File: src/rtl/multicycle_controller_if.sv
// Control bundle between the multicycle controller and its datapath.
// The slave modport is the controller's view; master is the datapath/testbench view.
interface multicycle_controller_if;
  logic [6:0] op;
  logic [2:0] funct3;
  logic       funct7b5;
  logic       zero;
  logic       PCWrite;
  logic       AdrSrc;
  logic       MemWrite;
  logic       IRWrite;
  logic [1:0] ResultSrc;
  logic [2:0] ALUControl;
  logic [1:0] ALUSrcA;
  logic [1:0] ALUSrcB;
  logic [1:0] ImmSrc;
  logic       RegWrite;
  logic [3:0] state;

  modport slave (
    input  op, funct3, funct7b5, zero,
    output PCWrite, AdrSrc, MemWrite, IRWrite, ResultSrc, ALUControl,
           ALUSrcA, ALUSrcB, ImmSrc, RegWrite, state
  );

  modport master (
    output op, funct3, funct7b5, zero,
    input  PCWrite, AdrSrc, MemWrite, IRWrite, ResultSrc, ALUControl,
           ALUSrcA, ALUSrcB, ImmSrc, RegWrite, state
  );
endinterface

File: src/rtl/multicycle_controller.sv
// Moore control FSM for the multicycle RISC-V datapath, with ALU decoder
// and immediate-format decode.
module multicycle_controller (
  input  logic                    clk,
  input  logic                    rst,
  multicycle_controller_if.slave  ctl
);
  typedef enum logic [3:0] {
    FETCH    = 4'd0,
    DECODE   = 4'd1,
    MEMADR   = 4'd2,
    MEMREAD  = 4'd3,
    MEMWB    = 4'd4,
    MEMWRITE = 4'd5,
    EXECUTER = 4'd6,
    EXECUTEI = 4'd7,
    ALUWB    = 4'd8,
    BEQ      = 4'd9,
    JAL      = 4'd10
  } state_e;

  localparam logic [6:0] OP_LW  = 7'b0000011;
  localparam logic [6:0] OP_SW  = 7'b0100011;
  localparam logic [6:0] OP_R   = 7'b0110011;
  localparam logic [6:0] OP_I   = 7'b0010011;
  localparam logic [6:0] OP_BEQ = 7'b1100011;
  localparam logic [6:0] OP_JAL = 7'b1101111;

  state_e     state_q, state_d;
  logic       pc_update, branch;
  logic [1:0] alu_op;

  always_ff @(posedge clk or negedge rst) begin
    if (!rst) state_q <= FETCH;
    else      state_q <= state_d;
  end

  always_comb begin
    state_d = FETCH;
    case (state_q)
      FETCH:    state_d = DECODE;
      DECODE: begin
        case (ctl.op)
          OP_LW, OP_SW: state_d = MEMADR;
          OP_R:         state_d = EXECUTER;
          OP_I:         state_d = EXECUTEI;
          OP_BEQ:       state_d = BEQ;
          OP_JAL:       state_d = JAL;
          default:      state_d = FETCH;
        endcase
      end
      MEMADR:   state_d = (ctl.op == OP_SW) ? MEMWRITE : MEMREAD;
      MEMREAD:  state_d = MEMWB;
      EXECUTER: state_d = ALUWB;
      EXECUTEI: state_d = ALUWB;
      JAL:      state_d = ALUWB;
      default:  state_d = FETCH;
    endcase
  end

  always_comb begin
    pc_update     = 1'b0;
    branch        = 1'b0;
    alu_op        = 2'b00;
    ctl.AdrSrc    = 1'b0;
    ctl.MemWrite  = 1'b0;
    ctl.IRWrite   = 1'b0;
    ctl.RegWrite  = 1'b0;
    ctl.ResultSrc = 2'b00;
    ctl.ALUSrcA   = 2'b00;
    ctl.ALUSrcB   = 2'b00;
    case (state_q)
      FETCH: begin
        ctl.IRWrite   = 1'b1;
        ctl.ALUSrcB   = 2'b10;
        ctl.ResultSrc = 2'b10;
        pc_update     = 1'b1;
      end
      DECODE: begin
        ctl.ALUSrcA = 2'b01;
        ctl.ALUSrcB = 2'b01;
      end
      MEMADR: begin
        ctl.ALUSrcA = 2'b10;
        ctl.ALUSrcB = 2'b01;
      end
      MEMREAD:  ctl.AdrSrc = 1'b1;
      MEMWB: begin
        ctl.ResultSrc = 2'b01;
        ctl.RegWrite  = 1'b1;
      end
      MEMWRITE: begin
        ctl.AdrSrc   = 1'b1;
        ctl.MemWrite = 1'b1;
      end
      EXECUTER: begin
        ctl.ALUSrcA = 2'b10;
        alu_op      = 2'b10;
      end
      EXECUTEI: begin
        ctl.ALUSrcA = 2'b10;
        ctl.ALUSrcB = 2'b01;
        alu_op      = 2'b10;
      end
      ALUWB:    ctl.RegWrite = 1'b1;
      BEQ: begin
        ctl.ALUSrcA = 2'b10;
        alu_op      = 2'b01;
        branch      = 1'b1;
      end
      JAL: begin
        ctl.ALUSrcA = 2'b01;
        ctl.ALUSrcB = 2'b10;
        pc_update   = 1'b1;
      end
      default: ;
    endcase
    // The state flop already reads FETCH during reset; this also kills
    // FETCH's own enables so nothing is written while rst is held low.
    if (!rst) begin
      pc_update     = 1'b0;
      branch        = 1'b0;
      alu_op        = 2'b00;
      ctl.AdrSrc    = 1'b0;
      ctl.MemWrite  = 1'b0;
      ctl.IRWrite   = 1'b0;
      ctl.RegWrite  = 1'b0;
      ctl.ResultSrc = 2'b10;
      ctl.ALUSrcA   = 2'b00;
      ctl.ALUSrcB   = 2'b10;
    end
  end

  assign ctl.PCWrite = pc_update | (branch & ctl.zero);
  assign ctl.state   = state_q;

  always_comb begin
    ctl.ALUControl = 3'b000;
    case (alu_op)
      2'b01: ctl.ALUControl = 3'b001;
      2'b10: begin
        case (ctl.funct3)
          3'b000:  ctl.ALUControl = (ctl.op[5] & ctl.funct7b5) ? 3'b001 : 3'b000;
          3'b010:  ctl.ALUControl = 3'b101;
          3'b110:  ctl.ALUControl = 3'b011;
          3'b111:  ctl.ALUControl = 3'b010;
          default: ctl.ALUControl = 3'b000;
        endcase
      end
      default: ctl.ALUControl = 3'b000;
    endcase
  end

  always_comb begin
    ctl.ImmSrc = 2'b00;
    case (ctl.op)
      OP_SW:   ctl.ImmSrc = 2'b01;
      OP_BEQ:  ctl.ImmSrc = 2'b10;
      OP_JAL:  ctl.ImmSrc = 2'b11;
      default: ctl.ImmSrc = 2'b00;
    endcase
  end
endmodule

File: src/flat_wrapper.sv
// flat-port wrapper written by rule: the top's interface ports become plain ports
module multicycle_controller_flat 
  (clk, rst, ctl_op, ctl_funct3, ctl_funct7b5, ctl_zero, ctl_PCWrite, ctl_AdrSrc, ctl_MemWrite, ctl_IRWrite, ctl_ResultSrc, ctl_ALUControl, ctl_ALUSrcA, ctl_ALUSrcB, ctl_ImmSrc, ctl_RegWrite, ctl_state);
  multicycle_controller_if ctl_i ();
  input  logic clk;
  input  logic rst;
  input wire logic [$bits(ctl_i.op)-1:0] ctl_op;
  input wire logic [$bits(ctl_i.funct3)-1:0] ctl_funct3;
  input wire logic [$bits(ctl_i.funct7b5)-1:0] ctl_funct7b5;
  input wire logic [$bits(ctl_i.zero)-1:0] ctl_zero;
  output wire logic [$bits(ctl_i.PCWrite)-1:0] ctl_PCWrite;
  output wire logic [$bits(ctl_i.AdrSrc)-1:0] ctl_AdrSrc;
  output wire logic [$bits(ctl_i.MemWrite)-1:0] ctl_MemWrite;
  output wire logic [$bits(ctl_i.IRWrite)-1:0] ctl_IRWrite;
  output wire logic [$bits(ctl_i.ResultSrc)-1:0] ctl_ResultSrc;
  output wire logic [$bits(ctl_i.ALUControl)-1:0] ctl_ALUControl;
  output wire logic [$bits(ctl_i.ALUSrcA)-1:0] ctl_ALUSrcA;
  output wire logic [$bits(ctl_i.ALUSrcB)-1:0] ctl_ALUSrcB;
  output wire logic [$bits(ctl_i.ImmSrc)-1:0] ctl_ImmSrc;
  output wire logic [$bits(ctl_i.RegWrite)-1:0] ctl_RegWrite;
  output wire logic [$bits(ctl_i.state)-1:0] ctl_state;
  assign ctl_i.op = ctl_op;
  assign ctl_i.funct3 = ctl_funct3;
  assign ctl_i.funct7b5 = ctl_funct7b5;
  assign ctl_i.zero = ctl_zero;
  assign ctl_PCWrite = ctl_i.PCWrite;
  assign ctl_AdrSrc = ctl_i.AdrSrc;
  assign ctl_MemWrite = ctl_i.MemWrite;
  assign ctl_IRWrite = ctl_i.IRWrite;
  assign ctl_ResultSrc = ctl_i.ResultSrc;
  assign ctl_ALUControl = ctl_i.ALUControl;
  assign ctl_ALUSrcA = ctl_i.ALUSrcA;
  assign ctl_ALUSrcB = ctl_i.ALUSrcB;
  assign ctl_ImmSrc = ctl_i.ImmSrc;
  assign ctl_RegWrite = ctl_i.RegWrite;
  assign ctl_state = ctl_i.state;
  multicycle_controller u_core (.clk(clk), .rst(rst), .ctl(ctl_i));
endmodule
File: config.mk
export PLATFORM = sky130hd
export DESIGN_NAME = multicycle_controller_flat
export DESIGN_NICKNAME = d
export VERILOG_FILES = /design/src/rtl/multicycle_controller_if.sv /design/src/rtl/multicycle_controller.sv /design/src/flat_wrapper.sv
export SDC_FILE = /design/constraint.sdc
export NUM_CORES = 1
export LEC_CHECK = 0
export CORE_ASPECT_RATIO = 1.25
export CORE_MARGIN = 1
export CORE_UTILIZATION = 25
export DETAILED_ROUTE_END_ITERATION = 12
export PLACE_DENSITY = 0.59
export SLEW_MARGIN = 5
export SYNTH_ARGS = -nofsm -noshare
export SYNTH_HDL_FRONTEND = slang
export SYNTH_SLANG_ARGS = --single-unit
File: constraint.sdc
create_clock -name clk -period 2.3 [get_ports clk]
set_clock_uncertainty 0.05 [all_clocks]
set_input_delay 0.345 -clock clk [delete_from_list [all_inputs] [get_ports clk]]
set_output_delay 0.345 -clock clk [all_outputs]
set_load 0.05 [all_outputs]
# Word-level counts from Yosys, hierarchy flattened
# Index checks and enable logic that the tools add are counted.
# op_classes
n_eq_ne,21
n_mux,27
bitwise_logic,3
reduce_logical,11
# ops
op,count
case mux 4 bit (5 select lines),2
"== test 4 x 3 -> 1 bit, second input constant",4
case mux 2 bit (2 select lines),4
"== test 7 x 6 -> 1 bit, second input constant",2
"== test 7 bit, second input constant",2
two-way mux 1 bit,13
"== test 4 bit, second input constant",3
case mux 3 bit (4 select lines),1
OR reduction 2 bit,6
"== test 4 x 2 -> 1 bit, second input constant",2
two-way mux 2 bit,4
"== test 7 x 2 -> 1 bit, second input constant",1
"== test 7 x 5 -> 1 bit, second input constant",1
"== test 3 bit, second input constant",2
case mux 2 bit (3 select lines),1
case mux 3 bit (2 select lines),1
OR reduction 3 bit,2
"== test 4 x 1 -> 1 bit, second input constant",1
zero test 4 bit,1
OR reduction 4 bit,1
"== test 3 x 2 -> 1 bit, second input constant",1
zero test 3 bit,1
two-way mux 3 bit,1
AND 1 bit,2
other kinds (3),3
# word_totals
ff_bits,4
in_bits,14
out_inout_bits,20

# Longest topological paths before layout
# Gate-level depths: netlist of run 1.
# logic_depth
depth_word,6
mapped_depth,8
ltp_nobuf,7

# Worst setup path after synthesis of run 1
# OpenSTA, ideal clock, no wires.
# synth_path
kind,register -> output
from,"register u_core.state_q[3], in the netlist u_core.ctl.state[3]"
to,output port ctl_ALUControl[2]
arrival_ps,3088
path_slack_ps,-1183
stages_incl_launch_ff,6
cell_sequence,dfrtp_1 buf_2 nand2_1 or2_1 ha_1 nor4_1
# synth_between
elab_chain_len,6
# synth_lines
item,line_no,rtl
from (decl),multicycle_controller.sv:29,"state_e state_q, state_d;"
from (signal assigned),multicycle_controller.sv:35,else state_q <= state_d;
== test 4 x 3 -> 1 bit,multicycle_controller.sv:72,case (state_q)
OR reduction 2 bit (no line),--,
case mux 2 bit (2 select lines) *,multicycle_controller.sv:72,
two-way mux 2 bit *,multicycle_controller.sv:120,if (!rst) begin
== test 2 bit or == test 2 x 1 -> 1 bit (tied branches),multicycle_controller.sv:139,case (alu_op)
case mux 3 bit (2 select lines) *,multicycle_controller.sv:139,
to (decl),flat_wrapper.sv:16,output wire logic [$bits(ctl_i.ALUControl)-1:0] ctl_ALUControl;
# Every way passes the cells marked *; elsewhere a longest branch is shown, timed or not.

# Worst setup path after layout of run 1
# layout_path
from,"register u_core.state_q[2], in the netlist u_core.ctl.state[2]"
to,output port ctl_ALUControl[2]
# The elaborated chain is that of the path after synthesis.

==> results of run 1 <==
## placed cells by master, fill, tap and decap left out, types with 2 or more instances in the layout
| master | instances |
|---|---|
| buf_4 | 11 |
| buf_12 | 16 |
| nor2b_1 | 3 |
| inv_1 | 3 |
| clkbuf_4 | 3 |
| nor2b_2 | 2 |
| nand2b_1 | 2 |
| nor3b_1 | 3 |
| xnor2_1 | 2 |
| a21oi_1 | 4 |
| o21ai_0 | 2 |
| nor3_2 | 2 |
| nor3_1 | 2 |
| nand2_1 | 11 |
| dfrtp_2 | 4 |
| nor2_1 | 11 |
| clkdlybuf4s50_1 | 16 |
| a31oi_1 | 2 |
## worst max-delay path: stages, from the launching register on
cell      delay, ns
dfrtp_2        0.41
nand2b_1       0.16
or2_1          0.27
ha_4           0.25
nor4_4         0.33
buf_12         0.18
## cell usage after synthesis, types with 2 or more instances
cell type and instances:
a31oi_1 2, nor3_1 3, nor2_1 12, xnor2_1 2
nand2b_1 2, dfrtp_1 4, nor2b_1 5, o21ai_0 2
buf_2 4, nor3b_1 4, a21oi_1 4, ha_1 2
inv_1 3, nand2_1 11
## where the power goes
group / internal (uW) / leakage (uW) / switching (uW)
Clock: 58.1 / 0.0000138 / 25.6
Sequential: 85.4 / 0.0000474 / 8.04
Combinational: 284 / 0.000458 / 365
## per-layer routing
layer | up-vias | track usage, %
li1 | 376 | -
met1 | 338 | 17.8
met2 | 23 | 26.1
met3 | 0 | 2.27
met4 | 0 | 9.09
met5 | - | 0
## path summary, 6_finish.rpt
path,depth (start not counted),startpoint,to,slack (ns)
worst min-delay path,2,rst,u_core.ctl.state[1],0.20
worst min register to register,2,u_core.ctl.state[3],u_core.ctl.state[0],0.69
worst max register to register,4,u_core.ctl.state[2],u_core.ctl.state[3],0.96
max in group asynchronous,2,rst,u_core.ctl.state[0],1.87
worst max-delay path,5,u_core.ctl.state[2],ctl_ALUControl[2],0.07
min in group clk,2,u_core.ctl.state[3],u_core.ctl.state[0],0.69
## final cells by class
class | instances | area share (%)
flip-flops and latches | 4 | 8.39
inverters | 3 | 0.899
multi-input cells | 70 | 40.2
repair buffers | 44 | 45.7
well taps | 31 | 3.10
clock buffers | 3 | 1.80
## through the flow
step | total power (uW) | setup WS, ns | utilization, %
floorplan | 467 | -0.111 | -
global route | 871 | -0.00783 | 57.3
detailed placement | 738 | -0.163 | 55.4
CTS | 825 | 0.0445 | 56.5
finish | 827 | 0.0701 | 57.3
global placement | 732 | -0.115 | 55.4
## cells by family after synthesis
kind of cell,count (synthesis)
AO/OA/AOI/OAI,17
XOR/XNOR,3
adder cells (fa/ha/maj),2
buffers and inverters,8
flip-flops,4
multiplexers,1
AND/OR/NAND/NOR,47
## what timing repair did
action                     in CTS  in global routing
gates resized for setup         2                  1
cloned                          0                  0
hold endpoints to repair        0                  0
setup endpoints to repair       3                  1
buffers inserted                0                  2
pin swaps                       1                  1
==> results.md, run 1 <==
* Worst EP required at 1.90 ns
* Pwr per Cell Area at between 600 and 700 nW/um2
* Sequential area share after synthesis at about 17%
* Clock Path Buffers at 2
* Die footprint at between 2000 and 3000 um2
* Post-detailed-routing wire length at 1730 um
* Syn_nets at just under 100
* IO Pins at 34
* M1 WL at approximately 670 um
* Crit path capture type: primary output
* Vias in the first global route at 721
* DRT iter0 DRCs at 11
* Fin crit period at 2.23 ns
* Final setup violation count at 0
* Synth area leaders: dfrtp_1 17%, nor2_1 7.7%, nand2_1 7.1%
* Syn Inst Count at 82
* Post-synth top flop: dfrtp_1
* Warnings from Yosys at 0
* Met3 WL at approximately 66 um
* CTS tree: built
* Fin crit share at a little over nine tenths
* First-pass GRT wire length at 2950 um
* CTS Hold Bufs at 0
* IO buf count at 33
* Starting density of the core at 26.6%
* Fraction of registers with async set/reset at 100%
* Highest clock rate at 448 MHz
* Synth top area share at 17.2%
* N_diodes at 0
* Total number of vias at 737
* Clock H-tree levels at 1
* Met2 wire len at 995 um
* Avg Synthesized Cell Area at 7.10 um2
* Final instance area at 1250 um2
* Adder-Cell Fraction of Synth Area at approximately 4.3%
* Setup TNS at 0 ns
* Vias per inst at 4.75
* Layout cells sized above 1 at 39.5%
* Relative slew slack at 67.0%
* MaxCap Viol Count at 0
* Slew Limit Fails at 0
* Register area at 105 um2
* Startpoint class of the critical path: register
* Multiplexer share of the synthesized area at around 1.9%
* Main combinational cell family by area after synthesis: simple AND/OR/NAND/NOR gates
* Simple-gate portion of the synthesized area at 43.9%
* Worst slew pin tran at just under 0.5 ns
* Largest net degree at the start of global routing at 17
* Clk slew on worst S/H paths at 0.03 ns
* Pleak at between 0.0005 and 0.0006 uW
* Gr usage total at between 10% and 20%
* CP Data Arrival Time at 1.83 ns
* Antenna Nets Post-Route at 0
* Cell area after synthesis at 582 um2
* Register bit count reported by yosys at 4
* CORE AREA at between 2000 and 2500 um2
* Worst hold slack at 0.205 ns
* Die Y at 55.9 um
* Area Overhead vs Synth at 115%
* Number of detailed-route iterations in the first pass at 4
* CTS buffer count at 3
* Critical path type: register to primary output
* Hold crit path type: primary input to async pin
* Initial antenna violation count at 0
* Die Wd at 45.2 um
* Number of flip-flops in the largest register at 4
* Clk sinks at 4
* Final hold viol count at 0
* Critical path fanouts, max at 4
* Top layer in use: met3
* Synth Area in Compound Gates at 20.9%
* Post-Synth XOR/XNOR Area at under 10%
* Max VDD drop at approximately 310 uV
* Post-synth EDFFs at 0
* Rows at 19
* Layout fillers at 219
* Total global routing overflow at 0
* Placed Area at 1210 um2
* Area of the multi-input gates at 503 um2
* Drt drc at 0
* Dominant cell type by area after synthesis: dfrtp_1
* Root buffer cell: clkbuf_4
* Clk Latency, worst-skew pair at 0.23 ns
* Nets at approximately 140
* Netlist cell types at 36
* Dpl cells at 150
* Non-Filler Instances at 155
* Wire per inst at approximately 11 um
* Placer congestion estimate at about 0.78
* Run status: completed
* Hpwl dp at 1390 um
Power figures use the tool's default switching activity.
==> inputs of run 2 (changes only) <==
PLACE_DENSITY = 0.61   (was 0.59)
clock period = 2 ns   (was 2.3 ns; I/O delays follow)
==> run 2 against run 1 <==
Against the previous run:
- the run now ends with setup timing left
- critical endpoint is now ctl_ALUControl[1]
- largest power group unchanged
- first-iteration DRC count shrank 82%
- highest routed layer is now met4
- power rose by 20%
- count of clock-buffer cells in the layout unchanged
==> results.md, run 2 (synthesis gave the netlist of run 1 again) <==
* Fin crit period at roughly 2.1 ns
* Nets at 145 (was 142)
* RR Endpoint: u_core.ctl.state[3] (unchanged)
* Slew Limit Fails at 0 (unchanged)
* Clk Latency, worst-skew pair at 0.24 ns (was 0.23 ns)
* Relative slew slack at 75.2% (was 67.0%)
* CP Data Arrival Time at 1.72 ns (was 1.83 ns)
* Most frequent cells in the layout: 16 x buf_12, 15 x buf_4, 12 x clkdlybuf4s50_1, 10 x nand2_1, 10 x nor2_1 (was 16 x clkdlybuf4s50_1, 16 x buf_12, 11 x nand2_1, 11 x nor2_1, 11 x buf_4)
* Total number of vias at 760 (was 737)
* Die Wd at 45.2 um (unchanged)
* Placer congestion estimate at 0.819 (was 0.777)
* Final WS setup at -0.0734 ns (was 0.0701 ns)
* Run status: finished with violations (was completed)
* Initial antenna violation count at 0 (unchanged)
* Core Util, Final at 60.3% (was 57.3%)
* Reg-to-reg slack, setup at 0.65 ns (was 0.96 ns)
* Crit path capture type: primary output (unchanged)
* Worst slew pin tran at 0.368 ns (was 0.494 ns)
* FF-to-FF path depth at 4 (unchanged)
* IO buf count at 33 (unchanged)
* Fin crit share at 104%
* Die footprint at 2530 um2 (unchanged)
* Pwr per Cell Area at 750 nW/um2 (was 660 nW/um2)
* Startpoint class of the critical path: register (unchanged)
* Non-Filler Instances at 158 (was 155)
* Critical path fanouts, max at 3 (was 4)
* Clock Path Buffers at 2 (unchanged)
* Setup TNS at -0.184 ns (was 0 ns)
* Post-detailed-routing wire length at 1860 um (was 1730 um)
* Highest clock rate at 482 MHz
* Rows at 19 (unchanged)
* Vias per inst at 4.81 (was 4.75)
* CTS Hold Bufs at 0 (unchanged)
* Gr usage total at 16.7% (was 15.5%)
* Drt drc at 0 (unchanged)
* CORE AREA at 2190 um2 (unchanged)
* Setup slack at placement at -0.313 ns (was -0.163 ns)
* IO Pins at 34 (unchanged)
* Hold crit path type: primary input to async pin (unchanged)
* Area of the multi-input gates at 542 um2 (was 503 um2)
* Dpl cells at 154 (was 150)
* CTS tree: built (unchanged)
* Number of flip-flops in the largest register at 4 (unchanged)
* Clock H-tree levels at 1 (unchanged)
* Clk slew on worst S/H paths at 0.04 ns (was 0.03 ns)
* First-pass GRT wire length at 3110 um (was 2950 um)
* Wire per inst at 11.8 um (was 11.2 um)
* Hpwl dp at 1480 um (was 1390 um)
* Layout cells sized above 1 at 48.8% (was 39.5%)
* Final hold viol count at 0 (unchanged)
* Number of detailed-route iterations in the first pass at 4 (unchanged)
* Commonest non-fill, non-tap cell in the layout: buf_12
* Reg-to-Reg Start: u_core.ctl.state[1] (was u_core.ctl.state[2])
* Register area at 105 um2 (unchanged)
* DRT iter0 DRCs at 2 (was 11)
* Root buffer cell: clkbuf_4 (unchanged)
* Pleak at 0.000564 uW (was 0.000519 uW)
* Worst EP required at 1.65 ns (was 1.90 ns)
* Failing checks: setup timing
* Largest net degree at the start of global routing at 17 (unchanged)
* Area Overhead vs Synth at 127% (was 115%)
* Layout fillers at 207 (was 219)
* Antenna Nets Post-Route at 0 (unchanged)
* Max VDD drop at 431 uV (was 313 uV)
* Total global routing overflow at 0 (unchanged)
* Critical path type: register to primary output (unchanged)
* Clk sinks at 4 (unchanged)
* Starting density of the core at 26.6% (unchanged)
* MaxCap Viol Count at 0 (unchanged)
* Final setup violation count at 3 (was 0)
* Vias in the first global route at 784 (was 721)
* N_diodes at 0 (unchanged)
* CTS buffer count at 3 (unchanged)
* Die Y at 55.9 um (unchanged)
* RSZ-0062 raised after global routing: true
## run 2: cell types whose count changed in the layout (fill, tap and decap cells not counted), sizes merged
cell / previous run / this run
buf: 27 / 34
clkdlybuf4s50: 16 / 12
## run 2: area by class of cell
cell class	instances	share of cell area [%]
flip-flops and latches	4	7.97
inverters	3	0.854
well taps	31	2.94
clock buffers	3	1.71
repair buffers	47	45.4
multi-input cells	70	41.1
## run 2: per-stage QoR
stage | area (um2) | total power [uW] | hold WS [ns]
floorplan | 676 | 554 | -0.0456
global placement | 1250 | 855 | 0.579
finish | 1320 | 989 | 0.133
global route | 1320 | 1050 | 0.149
detailed placement | 1250 | 868 | 0.579
CTS | 1300 | 992 | 0.134
## run 2: how the worst max path moves through the flow
stage | endpoint | slack, ns | from
final | ctl_ALUControl[1] | -0.07 | u_core.ctl.state[1]
after global routing | ctl_ALUControl[2] | -0.14 | u_core.ctl.state[3]
after CTS | ctl_ALUControl[2] | -0.10 | u_core.ctl.state[1]
after detailed placement | ctl_ALUControl[2] | -0.31 | rst
after global placement | ctl_ALUControl[2] | -0.29 | rst
after floorplan | ctl_ALUControl[2] | -0.34 | u_core.ctl.state[1]
## run 2: repair_timing
action                                  CTS  global route
buffers inserted                          1             0
resized for setup                         8             5
endpoints found under the setup margin    3             3
pin swaps                                 1             2
endpoints found under the hold margin     0             0
## run 2: critical path: stages (launching register included)
cell and delay, ns:
dfrtp_2 0.43, nor2b_4 0.12, nand2_1 0.06, or2_4 0.24
ha_4 0.24, nor3b_4 0.23, buf_12 0.16
## run 2: layer usage
layer  up-vias  GRT usage (%)  routed length, um
met3         6           2.92                 72
met2        28           29.6               1050
met4         0           12.6                 63
li1        380              -                  -
met5         -              0                  0
met1       346           16.0                679
## run 2: where the power goes
part           internal (uW)  leakage, uW  switching (uW)  total (uW)
Sequential              98.1    0.0000474            8.83         107
Combinational            347     0.000503             432         779
Clock                   67.3    0.0000138            36.2         103
Total                    512     0.000564             477         989
==> inputs of run 3 (changes only) <==
CORE_UTILIZATION = 33   (was 25)
PLACE_DENSITY = 0.76   (was 0.61)
==> run 3 against run 2 <==
Against the previous run:
- the run still ends with setup timing left
- core utilization increased by 25 points
- largest power group unchanged
- design area increased by 3.6%
- critical endpoint unchanged
- critical path depth unchanged
- global-route usage increased by 8.8 points
- fmax increased by 0.17%
- die area decreased by 23%
- combinational power increased by 2.6%
==> results.md, run 3 (synthesis gave the netlist of run 1 again) <==
* Drt drc at 0 (unchanged)
* Failing checks: setup timing (unchanged)
* Seq pwr share at 10.6% (was 10.8%)
* Starting density of the core at 36.3% (was 26.6%)
* Hpwl dp at 1410 um (was 1480 um)
* MaxCap Viol Count at 0 (unchanged)
* Pwr per Cell Area at 739 nW/um2 (was 750 nW/um2)
* Area of the multi-input gates at 548 um2 (was 542 um2)
* Clk sinks at 4 (unchanged)
* First-pass GRT wire length at 3400 um (was 3110 um)
* Register area at 105 um2 (unchanged)
* CTS buffer count at 3 (unchanged)
* Placer congestion estimate at 0.786 (was 0.819)
* Total global routing overflow at 0 (unchanged)
* CTS Hold Bufs at 0 (unchanged)
* Die footprint at 1940 um2 (was 2530 um2)
* Number of detailed-route iterations in the first pass at 5 (was 4)
* Rows at 16 (was 19)
* Fin crit period at 2.07 ns (about the same)
* Gr usage total at 25.5% (was 16.7%)
* N_diodes at 0 (unchanged)
* Sw Pwr at 488 uW (was 477 uW)
* Area Overhead vs Synth at 135% (was 127%)
* Run status: finished with violations (unchanged)
* Root buffer cell: clkbuf_4 (unchanged)
* Final instance area at 1370 um2 (was 1320 um2)
* Fin crit share at 103% (was 104%)
* Clk Latency, worst-skew pair at 0.24 ns (about the same)
* IO Pins at 34 (unchanged)
* Relative slew slack at 73.1% (was 75.2%)
* Layout cells sized above 1 at 51.5% (was 48.8%)
* Post-detailed-routing wire length at 2180 um (was 1860 um)
* Worst slew pin tran at 0.399 ns (was 0.368 ns)
* Antenna Nets Post-Route at 0 (unchanged)
* Final WS setup at -0.0699 ns (was -0.0734 ns)
* Most frequent cells in the layout: 16 x buf_12, 16 x buf_4, 12 x clkdlybuf4s50_1, 10 x nand2_1, 10 x nor2_1 (was 16 x buf_12, 15 x buf_4, 12 x clkdlybuf4s50_1, 10 x nand2_1, 10 x nor2_1)
* Cell family with most CP delay: simple AND/OR/NAND/NOR gates (unchanged)
* CORE AREA at 1600 um2 (was 2190 um2)
* Pleak at 0.000586 uW (was 0.000564 uW)
* RSZ-0062 raised after global routing: true (unchanged)
* IO buf count at 33 (unchanged)
* Number of flip-flops in the largest register at 4 (unchanged)
* Core Util, Final at 85.3% (was 60.3%)
* P_int at 522 uW (was 512 uW)
* Worst path slowest cell: dfrtp_2 (unchanged)
* Non-Filler Instances at 148 (was 158)
* Dpl cells at 141 (was 154)
* Layout fillers at 87 (was 207)
* Max VDD drop at 458 uV (was 431 uV)
* Placed Area at 1230 um2 (was 1250 um2)
* Crit path capture type: primary output (unchanged)
* Setup TNS at -0.184 ns (about the same)
* Comb power frac at 79.1% (was 78.7%)
* Startpoint class of the critical path: register (unchanged)
* Worst EP required at 1.65 ns (about the same)
* Largest net degree at the start of global routing at 17 (unchanged)
* Met3 WL at 58 um (was 72 um)
* Highest clock rate at 483 MHz (was 482 MHz)
* Top layer in use: met4 (unchanged)
* Wire per inst at 14.7 um (was 11.8 um)
* Clk slew on worst S/H paths at 0.04 ns (about the same)
* Final setup violation count at 3 (unchanged)
* Slew Limit Fails at 0 (unchanged)
* CTS tree: built (unchanged)
* Hold crit path type: primary input to async pin (unchanged)
* Total number of vias at 779 (was 760)
* Clock network fraction of total power at 10.2% (was 10.5%)
* Initial antenna violation count at 0 (unchanged)
* Worst Path Buf+Inv at 1 (unchanged)
* Critical path, cell by cell: nor2b_4 -> nand2_1 -> or2_4 -> ha_4 -> nor3b_4 -> buf_12 (unchanged)
* Critical path fanouts, max at 3 (unchanged)
* Switch share at 48.3% (was 48.2%)
* M1 WL at 835 um (was 679 um)
* Die Wd at 39.6 um (was 45.2 um)
* Vias in the first global route at 798 (was 784)
* DRT iter0 DRCs at 16 (was 2)
* Final hold viol count at 0 (unchanged)
* Die Y at 48.9 um (was 55.9 um)
* Critical path type: register to primary output (unchanged)
* Met2 wire len at 1220 um (was 1050 um)
* Crit-path max cell delay at 0.43 ns (about the same)
* CP Data Arrival Time at 1.72 ns (about the same)
* Clock H-tree levels at 1 (unchanged)
* Clock Path Buffers at 2 (unchanged)
* Nets at 148 (was 145)
* Vias per inst at 5.26 (was 4.81)
* Worst hold slack at 0.130 ns (was 0.133 ns)
==> run 3: cell count changes in the layout (fill, tap and decap cells not counted), sizes merged <==
cell and change:
clkbuf +2, buf +1
==> run 3: routing by layer <==
metal,track usage (%),up-vias
li1,-,380
met3,1.83,4
met2,43.4,30
met1,27.3,365
met4,18.4,0
met5,0,-
==> run 3: worst paths after layout <==
kind	start	to	slack, ns	depth (start not counted)
max	u_core.ctl.state[1]	ctl_ALUControl[1]	-0.07	6
min	rst	u_core.ctl.state[0]	0.13	2
max reg2reg	u_core.ctl.state[1]	u_core.ctl.state[0]	0.58	5
min reg2reg	u_core.ctl.state[2]	u_core.ctl.state[0]	0.59	2
max in group asynchronous	rst	u_core.ctl.state[1]	1.62	2
min in group clk	u_core.ctl.state[2]	u_core.ctl.state[0]	0.59	2
==> run 3: stage by stage <==
step           total power [uW]  setup slack, ns
2_1_floorplan               554           -0.336
3_3_place_gp                846           -0.302
3_5_place_dp                859           -0.333
4_1_cts                     976          -0.0846
5_1_grt                    1060           -0.132
6_report                   1010          -0.0699
==> run 3: cell type report <==
type                            count  area share [%]
Tap cell                           18            1.65
Timing Repair Buffer               50            48.1
Clock buffer                        3            1.65
Multi-Input combinational cell     70            40.1
Sequential cell                     4            7.69
Inverter                            3           0.824
==> run 3: timing repair <==
action / 4_1_cts / 5_1_grt
gates resized for setup: 8 / 10
hold endpoints to repair: 0 / 0
setup buffers: 3 / 0
gates cloned: 0 / 1
setup endpoints to repair: 3 / 9
pin swaps: 1 / 5
==> run 3: power groups by stage <==
stage               registers (uW)  logic (uW)  clock network (uW)
finish                         108         799                 103
global route                   111         839                 115
detailed placement             108         752                   0
global placement               107         740                   0
floorplan                      171         383                   0
CTS                            107         763                 106
